===== src/rtl/elevator_ctrl.sv =====
// Two-floor elevator controller: edge-detects hall/car calls, latches them as requests,
// and sequences the car through idle, travel and door phases with registered outputs.
module elevator_ctrl #(
    parameter int unsigned MOVE_CYCLES = 50_000_000,
    parameter int unsigned DOOR_CYCLES = 100_000_000
) (
    input  logic       clk,
    input  logic       rst,
    input  logic       up,
    input  logic       down,
    input  logic       toOne,
    input  logic       toTwo,
    output logic       floor,
    output logic       moving_up,
    output logic       moving_dn,
    output logic       door_open,
    output logic [3:0] req_lamp,
    output logic       busy
);

    localparam int unsigned MAX_CYCLES = (MOVE_CYCLES > DOOR_CYCLES) ? MOVE_CYCLES : DOOR_CYCLES;
    localparam int unsigned CW         = $clog2(MAX_CYCLES) + 1;
    localparam logic [CW-1:0] MOVE_LAST = CW'(MOVE_CYCLES - 1);
    localparam logic [CW-1:0] DOOR_LAST = CW'(DOOR_CYCLES - 1);

    typedef enum logic [1:0] {
        IDLE,
        MOVE_UP,
        MOVE_DN,
        DOOR
    } state_t;

    state_t        r_state;
    logic [CW-1:0] r_cnt;
    logic [3:0]    r_in_d;
    logic [3:0]    r_req;
    logic          r_floor;

    state_t        w_nxt_state;
    logic [CW-1:0] w_nxt_cnt;
    logic          w_nxt_floor;
    logic [3:0]    w_in;
    logic [3:0]    w_rise;
    logic [3:0]    w_here;
    logic [3:0]    w_there;
    logic [3:0]    w_clr;
    logic [3:0]    w_nxt_req;

    // Request bit layout {toTwo, toOne, down, up}: floor 2 owns bits 3/1, floor 1 owns 2/0.
    function automatic logic [3:0] floor_bits(input logic f);
        return f ? 4'b1010 : 4'b0101;
    endfunction

    assign w_in    = {toTwo, toOne, down, up};
    assign w_rise  = w_in & ~r_in_d;
    assign w_here  = floor_bits(r_floor);
    assign w_there = floor_bits(~r_floor);

    always_comb begin
        w_nxt_state = r_state;
        w_nxt_cnt   = r_cnt + CW'(1);
        w_nxt_floor = r_floor;
        w_clr       = '0;
        case (r_state)
            IDLE: begin
                w_nxt_cnt = '0;
                if (|(r_req & w_here)) begin
                    w_nxt_state = DOOR;
                    w_clr       = w_here;
                end else if (|(r_req & w_there)) begin
                    w_nxt_state = r_floor ? MOVE_DN : MOVE_UP;
                end
            end
            MOVE_UP, MOVE_DN: begin
                if (r_cnt == MOVE_LAST) begin
                    w_nxt_state = DOOR;
                    w_nxt_floor = ~r_floor;
                    w_nxt_cnt   = '0;
                    w_clr       = w_there;
                end
            end
            DOOR: begin
                // A fresh call for this floor re-opens the door rather than queueing a trip.
                if (|(r_req & w_here)) begin
                    w_clr     = w_here;
                    w_nxt_cnt = '0;
                end else if (r_cnt == DOOR_LAST) begin
                    w_nxt_state = IDLE;
                    w_nxt_cnt   = '0;
                end
            end
            default: begin
                w_nxt_state = IDLE;
                w_nxt_cnt   = '0;
            end
        endcase
        w_nxt_req = (r_req & ~w_clr) | w_rise;
    end

    always_ff @(posedge clk or negedge rst) begin
        if (!rst) begin
            r_state   <= IDLE;
            r_cnt     <= '0;
            r_in_d    <= '0;
            r_req     <= '0;
            r_floor   <= 1'b0;
            moving_up <= 1'b0;
            moving_dn <= 1'b0;
            door_open <= 1'b0;
            busy      <= 1'b0;
        end else begin
            r_state   <= w_nxt_state;
            r_cnt     <= w_nxt_cnt;
            r_in_d    <= w_in;
            r_req     <= w_nxt_req;
            r_floor   <= w_nxt_floor;
            moving_up <= (w_nxt_state == MOVE_UP);
            moving_dn <= (w_nxt_state == MOVE_DN);
            door_open <= (w_nxt_state == DOOR);
            busy      <= (w_nxt_state != IDLE);
        end
    end

    assign floor    = r_floor;
    assign req_lamp = r_req;

endmodule


===== config.mk =====
export PLATFORM = sky130hd
export DESIGN_NAME = elevator_ctrl
export DESIGN_NICKNAME = d
export VERILOG_FILES = /design/src/rtl/elevator_ctrl.sv
export SDC_FILE = /design/constraint.sdc
export NUM_CORES = 1
export LEC_CHECK = 0
export ABC_AREA = 1
export BUFFER_PORTS_ARGS = -buffer_cell sky130_fd_sc_hd__clkbuf_2
export CORE_ASPECT_RATIO = 1.5
export CORE_MARGIN = 1.5
export CORE_UTILIZATION = 60
export CTS_CLUSTER_SIZE = 24
export DETAILED_ROUTE_END_ITERATION = 8
export GPL_TIMING_DRIVEN = 0
export HOLD_SLACK_MARGIN = 0.08
export PLACE_DENSITY = 0.79
export RECOVER_POWER = 100
export SLEW_MARGIN = 5
export SYNTH_ARGS = -nofsm -noshare
export SYNTH_HDL_FRONTEND = slang
export SYNTH_SLANG_ARGS = --single-unit

===== constraint.sdc =====
create_clock -name clk -period 4.5 [get_ports clk]
set_input_delay 0.9 -clock clk [delete_from_list [all_inputs] [get_ports clk]]
set_output_delay 0.9 -clock clk [all_outputs]
set_load 0.01 [all_outputs]

==> reports/qor.csv, run 1 <==
stage,metric,value,unit
grt,initial antenna violation count,0,
setup_path,Critical Path Source Type,input port,
job,max-cap viol count,1,
die,row count,27,
setup_path,Crit. End Element,asynchronous set/reset pin,
logic_synthesis,syn_area_per_cell,7.92,um^2
die,Ports,15,
cells_and_area,area growth from synthesis to final layout,6.58,%
sta,Final setup viols,0,
die,Die H,80.1,um
sta,fin crit share,0.559,
die,total die area,4360,um^2
place,placed instance area,2500,um^2
setup_path,Worst Path Buf+Inv,1,
power_and_ir_drop,VDD IR max,0.299,mV
clocking,CTS buffer count,5,
grt,GR Overflow Total,0,
worst_hold_path,Hold Path Origin,r_in_d[0]$_DFF_PN0_,
cells_and_area,final core utilization,0.682,
setup_path,worst r2r src,r_cnt[0]$_DFF_PN0_,
place,PortBufs,14,
clocking,Clock Tree Buf Depth,2,
clocking,clk_lat worst skew,0.30,ns
logic_synthesis,syn nets,310,
cells_and_area,fraction of layout cells with a size suffix above 1,0.0714,
clocking,hold buffer count at cts,0,
cells_and_area,antenna cells,0,
setup_path,CP Data Required Time,4.46,ns
setup_path,CP cell instances,clkbuf_1,
power_and_ir_drop,combinational share of power,0.072,
logic_synthesis,count of cell types in the netlist,24,
power_and_ir_drop,Psw,0.186,mW
logic_synthesis,Post-Syn Instances,300,
detailed_routing,routed vias/inst,5.54,
clocking,CTS Sinks,43,
cells_and_area,post-route cell area,2530,um^2
cells_and_area,"commonest non-fill, non-tap cell in the layout",nor2_1,
setup_path,worst-path fanout max,43,
grt,GRT Resource Usage Total,0.274,
setup_path,critical setup path kind,input port to asynchronous set/reset pin,
detailed_routing,Pre-antenna DRT Iters,5,
power_and_ir_drop,Power Dens Cells,278,nW/um^2
power_and_ir_drop,sw frac,0.263,
cells_and_area,"commonest cells after routing, fill and taps aside","64 x nor2_1, 56 x nand2_1, 43 x dfrtp_1",
power_and_ir_drop,Int Pwr,0.519,mW
grt,vias in the first global route,2021,
sta,Pins Over Slew Limit,44,
sta,Setup Skew,0.00776,ns
grt,largest net degree at the start of global routing,44,
logic_synthesis,Synth Register Bits,43,
cells_and_area,final net count,331,
detailed_routing,drt wl/cell,13.7,um
grt,first-pass GRT wire length,8.64,mm
detailed_routing,Vias,2021,
sta,unrepaired setup endpoints after global routing,no,
sta,max frequency,398,MHz
worst_hold_path,cell count of the worst hold path,3,
setup_path,CP Depth,1,
setup_path,delay of the slowest cell on the worst path,1.56,ns
status,status,"finished, violations left",
clocking,post-CTS sizing,0,
die,Die Wd,54.4,um
power_and_ir_drop,Pleak,1.13,nW
sta,Worst Tran Pin Value,2.22,ns
status,failing checks,"capacitance limit, slew limit",
cells_and_area,FF+latch area,1080,um^2
detailed_routing,initial DRC count,65,
clocking,# H-tree levels,2,
place,gpl congestion,0.935,
power_and_ir_drop,register share of total power,0.570,
setup_path,CP Launch Point,rst,
logic_synthesis,Syn Std Cell Area,2380,um^2
clocking,post-CTS setup buffer count,0,
cells_and_area,area of the multi-input gates,1100,um^2
die,Core ar.,3720,um^2
power_and_ir_drop,Clk pwr share,0.357,
cells_and_area,fillers,308,
logic_synthesis,"Seq/Total Area, Yosys",0.453,
logic_synthesis,yosys synthesis warning count,0,
detailed_routing,Routed WL,5.00,mm
clocking,"Clk pin slew, worst setup/hold paths",0.09,ns
detailed_routing,Final ANT Viol Nets,0,
detailed_routing,Residual DRC,0,
clocking,Clock Tree Root,clkbuf_8,
die,Initial Utilization,0.640,
setup_path,Crit path max-delay family,buffers and inverters,
sta,setup TNS,0,ns
setup_path,reg2reg path depth,10,
worst_hold_path,Min-Delay Path Class,register to register,
sta,min Tclk post-route,2.51,ns
sta,Slew HR,-0.481,
place,DP HPWL,3.77,mm
setup_path,Worst Path Arrival,2.48,ns
sta,Final Hold Vio Count,0,
setup_path,Slowest cell on crit path,clkbuf_1,
clocking,CTS tree,done,
[layout make-up]
type / instances / share of cell area
clock buffer: 5 / 0.0272
multi-input combinational: 215 / 0.433
sequential: 43 / 0.425
buffer: 2 / 0.00296
inverter: 40 / 0.0593
timing repair buffer: 14 / 0.0227
clock inverter: 3 / 0.00938
tap: 43 / 0.0212
[power by group through the flow]
stage | registers, mW | clock network [mW] | logic [mW]
floorplan | 0.410 | 0 | 0.0364
global placement | 0.410 | 0 | 0.0578
detailed placement | 0.410 | 0 | 0.0587
CTS | 0.402 | 0.254 | 0.0597
global route | 0.404 | 0.267 | 0.0584
finish | 0.402 | 0.252 | 0.0509
[registers in the layout (all words and copies together) (netlist names)]
name / flops
busy: 1
moving_dn: 1
door_open: 1
r_state: 2
req_lamp: 4
floor: 1
moving_up: 1
r_in_d: 4
r_cnt: 28
[routing by layer]
metal / GRT usage / wire length, um
met5: 0 / 0
met4: 0.205 / 316
met3: 0.0465 / 175
met2: 0.437 / 2480
met1: 0.315 / 2030
[worst paths after layout]
path                                              end  slack [ns]
max in group clk                   r_cnt[9]$_DFF_PN0_        1.99
worst max-delay path              r_cnt[26]$_DFF_PN0_        1.99
worst min-delay path            req_lamp[0]$_DFF_PN0_        0.49
min in group asynchronous         r_cnt[23]$_DFF_PN0_        1.25
worst max register to register     r_cnt[9]$_DFF_PN0_        1.99
worst min register to register  req_lamp[0]$_DFF_PN0_        0.49
[kinds of logic after synthesis]
family                     Yosys count  share of synthesized area
AOI/OAI and AO/OA                    6                     0.0153
buffers and inverters               42                     0.0726
xor gates and xnor gates            26                     0.0958
DFF                                 43                      0.453
and+or+nand+nor                    179                      0.343
adders and majority gates            4                     0.0211
[worst min-delay path: cells and delay by family, from the launching register on]
| kind | cells | cell delay, ns |
|---|---|---|
| buffers and inverters | 1 | 0.04 |
| flip-flops | 1 | 0.33 |
| AND/OR/NAND/NOR | 2 | 0.10 |
[synthesized netlist by cell type]
| cell | count | area [um^2] |
|---|---|---|
| o21ai_2 | 1 | 8.76 |
| or2_2 | 1 | 6.26 |
| nand3_1 | 25 | 125 |
| and3_1 | 1 | 6.26 |
| nand2_1 | 53 | 199 |
| nor2_2 | 6 | 37.5 |
| o211ai_1 | 1 | 7.51 |
| nand4_2 | 1 | 12.5 |
| nand2_4 | 1 | 11.3 |
| buf_6 | 2 | 22.5 |
| nor2_1 | 62 | 233 |
| xor2_1 | 23 | 201 |
| nor3_2 | 1 | 10.0 |
| dfrtp_1 | 43 | 1080 |
| o21ai_0 | 1 | 5.00 |
| and3_2 | 1 | 7.51 |
| xnor2_1 | 3 | 26.3 |
| nand4_1 | 11 | 68.8 |
| nor2_4 | 2 | 22.5 |
| nor3_1 | 10 | 50.1 |
| nand2_2 | 4 | 25.0 |
| inv_1 | 40 | 150 |
| a21oi_1 | 3 | 15.0 |
| ha_1 | 4 | 50.1 |
[stage by stage]
stage	setup WS, ns	power (mW)	hold WS [ns]	std cells
finish	1.99	0.705	0.494	365
detailed placement	2.69	0.469	0.485	357
floorplan	2.94	0.446	0.455	300
CTS	2.69	0.717	0.498	365
global placement	2.71	0.467	0.468	357
global route	1.41	0.730	0.522	365
Power figures use the tool's default switching activity.
==> inputs of run 2 (changes only) <==
==> constraint.sdc (replaced) <==
create_clock -name clk -period 2.5 [get_ports clk]
set_input_delay 0.5 -clock clk [delete_from_list [all_inputs] [get_ports clk]]
set_output_delay 0.5 -clock clk [all_outputs]
set_load 0.01 [all_outputs]
==> reports/qor.csv, run 2 (synthesized netlist as in run 1, its figures left out) <==
stage,metric,value,unit
die,Die Wd,54.4,um
place,PortBufs,14,
detailed_routing,drt wl/cell,13.6,um
sta,fin crit share,0.771,
place,placed instance area,2500,um^2
clocking,CTS Sinks,43,
power_and_ir_drop,sw frac,0.262,
cells_and_area,final net count,331,
detailed_routing,Final ANT Viol Nets,0,
status,status,"complete, no violations",
power_and_ir_drop,Psw,0.335,mW
die,row count,27,
grt,M2 GR Usage,0.437,
cells_and_area,antenna cells,0,
detailed_routing,Pre-antenna DRT Iters,4,
sta,min Tclk post-route,1.93,ns
detailed_routing,routed vias/inst,5.56,
clocking,"Clk pin slew, worst setup/hold paths",0.08,ns
power_and_ir_drop,Int Pwr,0.944,mW
clocking,CTS buffer count,5,
job,max-cap viol count,0,
sta,Setup Skew,0.00804,ns
setup_path,Worst Path Arrival,2.12,ns
clocking,clk_lat worst skew,0.30,ns
detailed_routing,Residual DRC,0,
cells_and_area,Biggest register,r_cnt,
setup_path,critical setup path kind,register to register,
sta,Worst Tran Pin Value,1.03,ns
sta,Pins Over Slew Limit,0,
grt,vias in the first global route,2021,
detailed_routing,Routed WL,4.97,mm
sta,max frequency,519,MHz
clocking,post-CTS sizing,0,
power_and_ir_drop,VDD IR max,0.539,mV
cells_and_area,fraction of layout cells with a size suffix above 1,0.0839,
clocking,Clock Tree Buf Depth,2,
grt,GR Overflow Total,0,
die,Core ar.,3720,um^2
setup_path,Crit. End Element,register,
clocking,Clock Tree Root,clkbuf_8,
clocking,post-CTS setup buffer count,0,
detailed_routing,initial DRC count,93,
power_and_ir_drop,Power Dens Cells,500,nW/um^2
cells_and_area,post-route cell area,2560,um^2
sta,unrepaired setup endpoints after global routing,no,
grt,GRT Resource Usage Total,0.274,
grt,largest net degree at the start of global routing,44,
cells_and_area,Largest register FFs,28,
cells_and_area,"commonest non-fill, non-tap cell in the layout",nor2_1,
die,Ports,15,
setup_path,worst-path fanout max,10,
place,gpl congestion,0.935,
power_and_ir_drop,register share of total power,0.566,
grt,initial antenna violation count,0,
grt,met3 Use GR,0.0465,
sta,Final Hold Vio Count,0,
cells_and_area,area growth from synthesis to final layout,7.63,%
clocking,hold buffer count at cts,0,
die,Die H,80.1,um
cells_and_area,"commonest cells after routing, fill and taps aside","66 x nor2_1, 54 x nand2_1, 43 x dfrtp_1",
worst_hold_path,Min-Delay Path Class,input port to register,
grt,global route hottest layer,met2,
detailed_routing,Vias,2029,
setup_path,Critical Path Source Type,register,
power_and_ir_drop,combinational share of power,0.080,
grt,met1 usage,0.315,
place,DP HPWL,3.77,mm
sta,Final setup viols,0,
setup_path,CP Data Required Time,2.69,ns
clocking,CTS tree,done,
clocking,# H-tree levels,2,
grt,first-pass GRT wire length,8.64,mm
power_and_ir_drop,Pleak,1.15,nW
sta,setup TNS,0,ns
sta,Slew HR,0.311,
power_and_ir_drop,Clk pwr share,0.354,
die,total die area,4360,um^2
die,Initial Utilization,0.640,
## run 2: cell types whose count changed in the layout (fill, tap and decap cells not counted), sizes merged
cell / before / now
buf: 0 / 2
clkbuf: 21 / 19
## run 2: metrics by stage
stage                     total power, mW  setup WS [ns]  std cells  hold slack (ns)  utilization
after floorplan                     0.803          0.940        300            0.204            -
after global placement              0.841          0.730        357            0.468        0.673
after detailed placement            0.844          0.708        357            0.485        0.673
after CTS                            1.29          0.689        365            0.317        0.698
after global routing                 1.32          0.306        365            0.312        0.689
final                                1.28          0.572        365            0.316        0.689
## run 2: power groups by stage
stage                     Combinational [mW]  Clock, mW  Sequential [mW]
after detailed placement               0.106          0            0.738
after CTS                              0.108      0.458            0.724
after global placement                 0.104          0            0.737
after floorplan                       0.0655          0            0.737
final                                  0.103      0.452            0.723
after global routing                   0.116      0.481            0.726
## run 2: routing by layer
metal  vias to the layer above  share of wire  wire [um]
met5                         -              0          0
met4                         0          0.063        314
met2                        68           0.50       2480
met1                       956           0.40       2000
met3                        28          0.037        182
li1                        977              -          -
## run 2: worst paths after layout
| kind | start | to | slack (ns) | cells past startpoint |
|---|---|---|---|---|
| setup / recovery | r_cnt[0]$_DFF_PN0_ | r_cnt[9]$_DFF_PN0_ | 0.57 | 10 |
| hold / removal | up | r_in_d[0]$_DFF_PN0_ | 0.32 | 1 |
| setup reg to reg | r_cnt[0]$_DFF_PN0_ | r_cnt[9]$_DFF_PN0_ | 0.57 | 10 |
| hold reg to reg | r_in_d[0]$_DFF_PN0_ | req_lamp[0]$_DFF_PN0_ | 0.49 | 3 |
| max in group asynchronous | rst | r_cnt[26]$_DFF_PN0_ | 1.50 | 1 |
| min in group asynchronous | rst | r_cnt[23]$_DFF_PN0_ | 0.36 | 1 |
## run 2: area by class of cell
type / count / area, um^2
plain buffers: 2 / 22.5
clock buffers: 5 / 68.8
clock inverters: 3 / 23.8
fillers: 305 / 1160
inverters: 40 / 150
multi-input cells: 215 / 1100
flip-flops and latches: 43 / 1080
well taps: 43 / 53.8
repair buffers: 14 / 58.8
## run 2: critical path: stages (launching register included)
cell     delay, ns
dfrtp_1       0.43
ha_1          0.18
nand2_2       0.05
nor2_1        0.24
nand2_1       0.12
nor2_1        0.17
and3_1        0.20
o21ai_2       0.07
nand2_4       0.14
buf_6         0.17
nor2_1        0.05
==> inputs of run 3 (changes only) <==
==> constraint.sdc (replaced) <==
create_clock -name clk -period 2 [get_ports clk]
set_input_delay 0.4 -clock clk [delete_from_list [all_inputs] [get_ports clk]]
set_output_delay 0.4 -clock clk [all_outputs]
set_load 0.01 [all_outputs]
==> reports/qor.csv, run 3 (synthesized netlist as in run 1, its figures left out) <==
stage,metric,value,unit
sta,max frequency,557,MHz
worst_hold_path,cell count of the worst hold path,1,
sta,setup TNS,0,ns
cells_and_area,"commonest cells after routing, fill and taps aside","64 x nor2_1, 55 x nand2_1, 43 x dfrtp_1",
setup_path,CP Data Required Time,2.19,ns
grt,GR Overflow Total,0,
die,Core ar.,3720,um^2
sta,hold_ws,0.217,ns
die,Initial Utilization,0.640,
detailed_routing,Final ANT Viol Nets,0,
power_and_ir_drop,Pleak,1.15,nW
clocking,CTS tree,done,
clocking,post-CTS sizing,0,
clocking,Clock Tree Root,clkbuf_8,
sta,Pins Over Slew Limit,0,
power_and_ir_drop,VDD IR max,0.674,mV
setup_path,worst-path fanout max,10,
die,Die H,80.1,um
grt,GRT Resource Usage Total,0.274,
clocking,post-CTS setup buffer count,0,
status,status,"complete, no violations",
sta,Slew HR,0.298,
cells_and_area,Largest register FFs,28,
cells_and_area,Biggest register,r_cnt,
place,gpl congestion,0.935,
worst_hold_path,end of the worst hold path,r_in_d[0]$_DFF_PN0_,
setup_path,worst r2r dst,r_cnt[11]$_DFF_PN0_,
clocking,# H-tree levels,2,
setup_path,Crit. End Element,register,
clocking,CTS buffer count,5,
sta,Final Hold Vio Count,0,
setup_path,reg2reg path depth,10,
grt,largest net degree at the start of global routing,44,
sta,Setup Skew,0.00666,ns
grt,vias in the first global route,2021,
setup_path,worst r2r src,r_cnt[0]$_DFF_PN0_,
clocking,CTS Sinks,43,
cells_and_area,antenna cells,0,
die,Ports,15,
grt,initial antenna violation count,0,
power_and_ir_drop,Power Dens Cells,622,nW/um^2
detailed_routing,Vias,2036,
job,max-cap viol count,0,
place,PortBufs,14,
detailed_routing,drt wl/cell,13.6,um
cells_and_area,fraction of layout cells with a size suffix above 1,0.0870,
setup_path,critical setup path kind,register to register,
cells_and_area,fillers,304,
detailed_routing,routed vias/inst,5.58,
sta,min Tclk post-route,1.79,ns
sta,fin crit share,0.897,
cells_and_area,FF+latch area,1080,um^2
clocking,"Clk pin slew, worst setup/hold paths",0.09,ns
cells_and_area,final net count,331,
setup_path,Worst Path Arrival,1.98,ns
detailed_routing,Pre-antenna DRT Iters,4,
setup_path,"reg-to-reg slack, setup",0.21,ns
worst_hold_path,Hold Path Origin,up,
sta,Final setup viols,0,
detailed_routing,Routed WL,4.97,mm
worst_hold_path,Min-Delay Path Class,input port to register,
cells_and_area,area of the multi-input gates,1110,um^2
detailed_routing,Residual DRC,0,
die,Die Wd,54.4,um
detailed_routing,initial DRC count,73,
sta,Worst Tran Pin Value,1.05,ns
die,total die area,4360,um^2
place,DP HPWL,3.77,mm
cells_and_area,area growth from synthesis to final layout,7.79,%
clocking,Clock Tree Buf Depth,2,
grt,first-pass GRT wire length,8.64,mm
sta,unrepaired setup endpoints after global routing,no,
clocking,hold buffer count at cts,0,
die,row count,27,
cells_and_area,final core utilization,0.690,
cells_and_area,"commonest non-fill, non-tap cell in the layout",nor2_1,
setup_path,Critical Path Source Type,register,
clocking,clk_lat worst skew,0.30,ns
==> run 3: how the worst max path moves through the flow <==
stage | endpoint | slack (ns) | startpoint
final | r_cnt[11]$_DFF_PN0_ | 0.21 | r_cnt[0]$_DFF_PN0_
after global routing | r_cnt[23]$_DFF_PN0_ | 0.05 | r_cnt[0]$_DFF_PN0_
after CTS | r_cnt[9]$_DFF_PN0_ | 0.19 | r_cnt[0]$_DFF_PN0_
after detailed placement | r_cnt[9]$_DFF_PN0_ | 0.21 | r_cnt[0]$_DFF_PN0_
after global placement | r_cnt[2]$_DFF_PN0_ | 0.23 | r_cnt[0]$_DFF_PN0_
after floorplan | r_cnt[2]$_DFF_PN0_ | 0.44 | r_cnt[0]$_DFF_PN0_
==> run 3: per-layer routing <==
layer	vias to the layer above	track usage	share of wire
met1	957	0.315	0.40
met5	-	0	0
met4	0	0.205	0.066
met2	66	0.437	0.49
li1	981	-	-
met3	32	0.0465	0.039
==> run 3: power by group <==
part           internal [mW]  switching, mW  leakage (nW)
Clock                  0.250          0.314        0.0408
Combinational         0.0402         0.0847         0.550
Sequential             0.887         0.0166         0.555
==> run 3: layout make-up <==
cell class,count,share of cell area
plain buffers,2,0.00732
clock buffers,5,0.0269
clock inverters,3,0.00928
inverters,40,0.0586
multi-input cells,215,0.434
flip-flops and latches,43,0.420
well taps,43,0.0210
repair buffers,14,0.0229
==> run 3: critical path, cell delays in order, from the launching register on <==
cell and delay [ns]:
dfrtp_1 0.43, ha_1 0.17, nand2_1 0.08, nor2_4 0.14, nand2_1 0.10, nor2_2 0.12, and3_1 0.18, o21ai_2 0.07
nand2_4 0.13, buf_4 0.20, nor2_1 0.06
==> run 3: per-stage QoR <==
stage | cells | worst slack, ns | power, mW | area (um^2)
after floorplan | 300 | 0.440 | 1.00 | 2380
after global placement | 357 | 0.230 | 1.05 | 2500
after detailed placement | 357 | 0.208 | 1.05 | 2500
after CTS | 365 | 0.189 | 1.61 | 2590
after global routing | 365 | 0.0483 | 1.65 | 2560
final | 365 | 0.206 | 1.59 | 2560
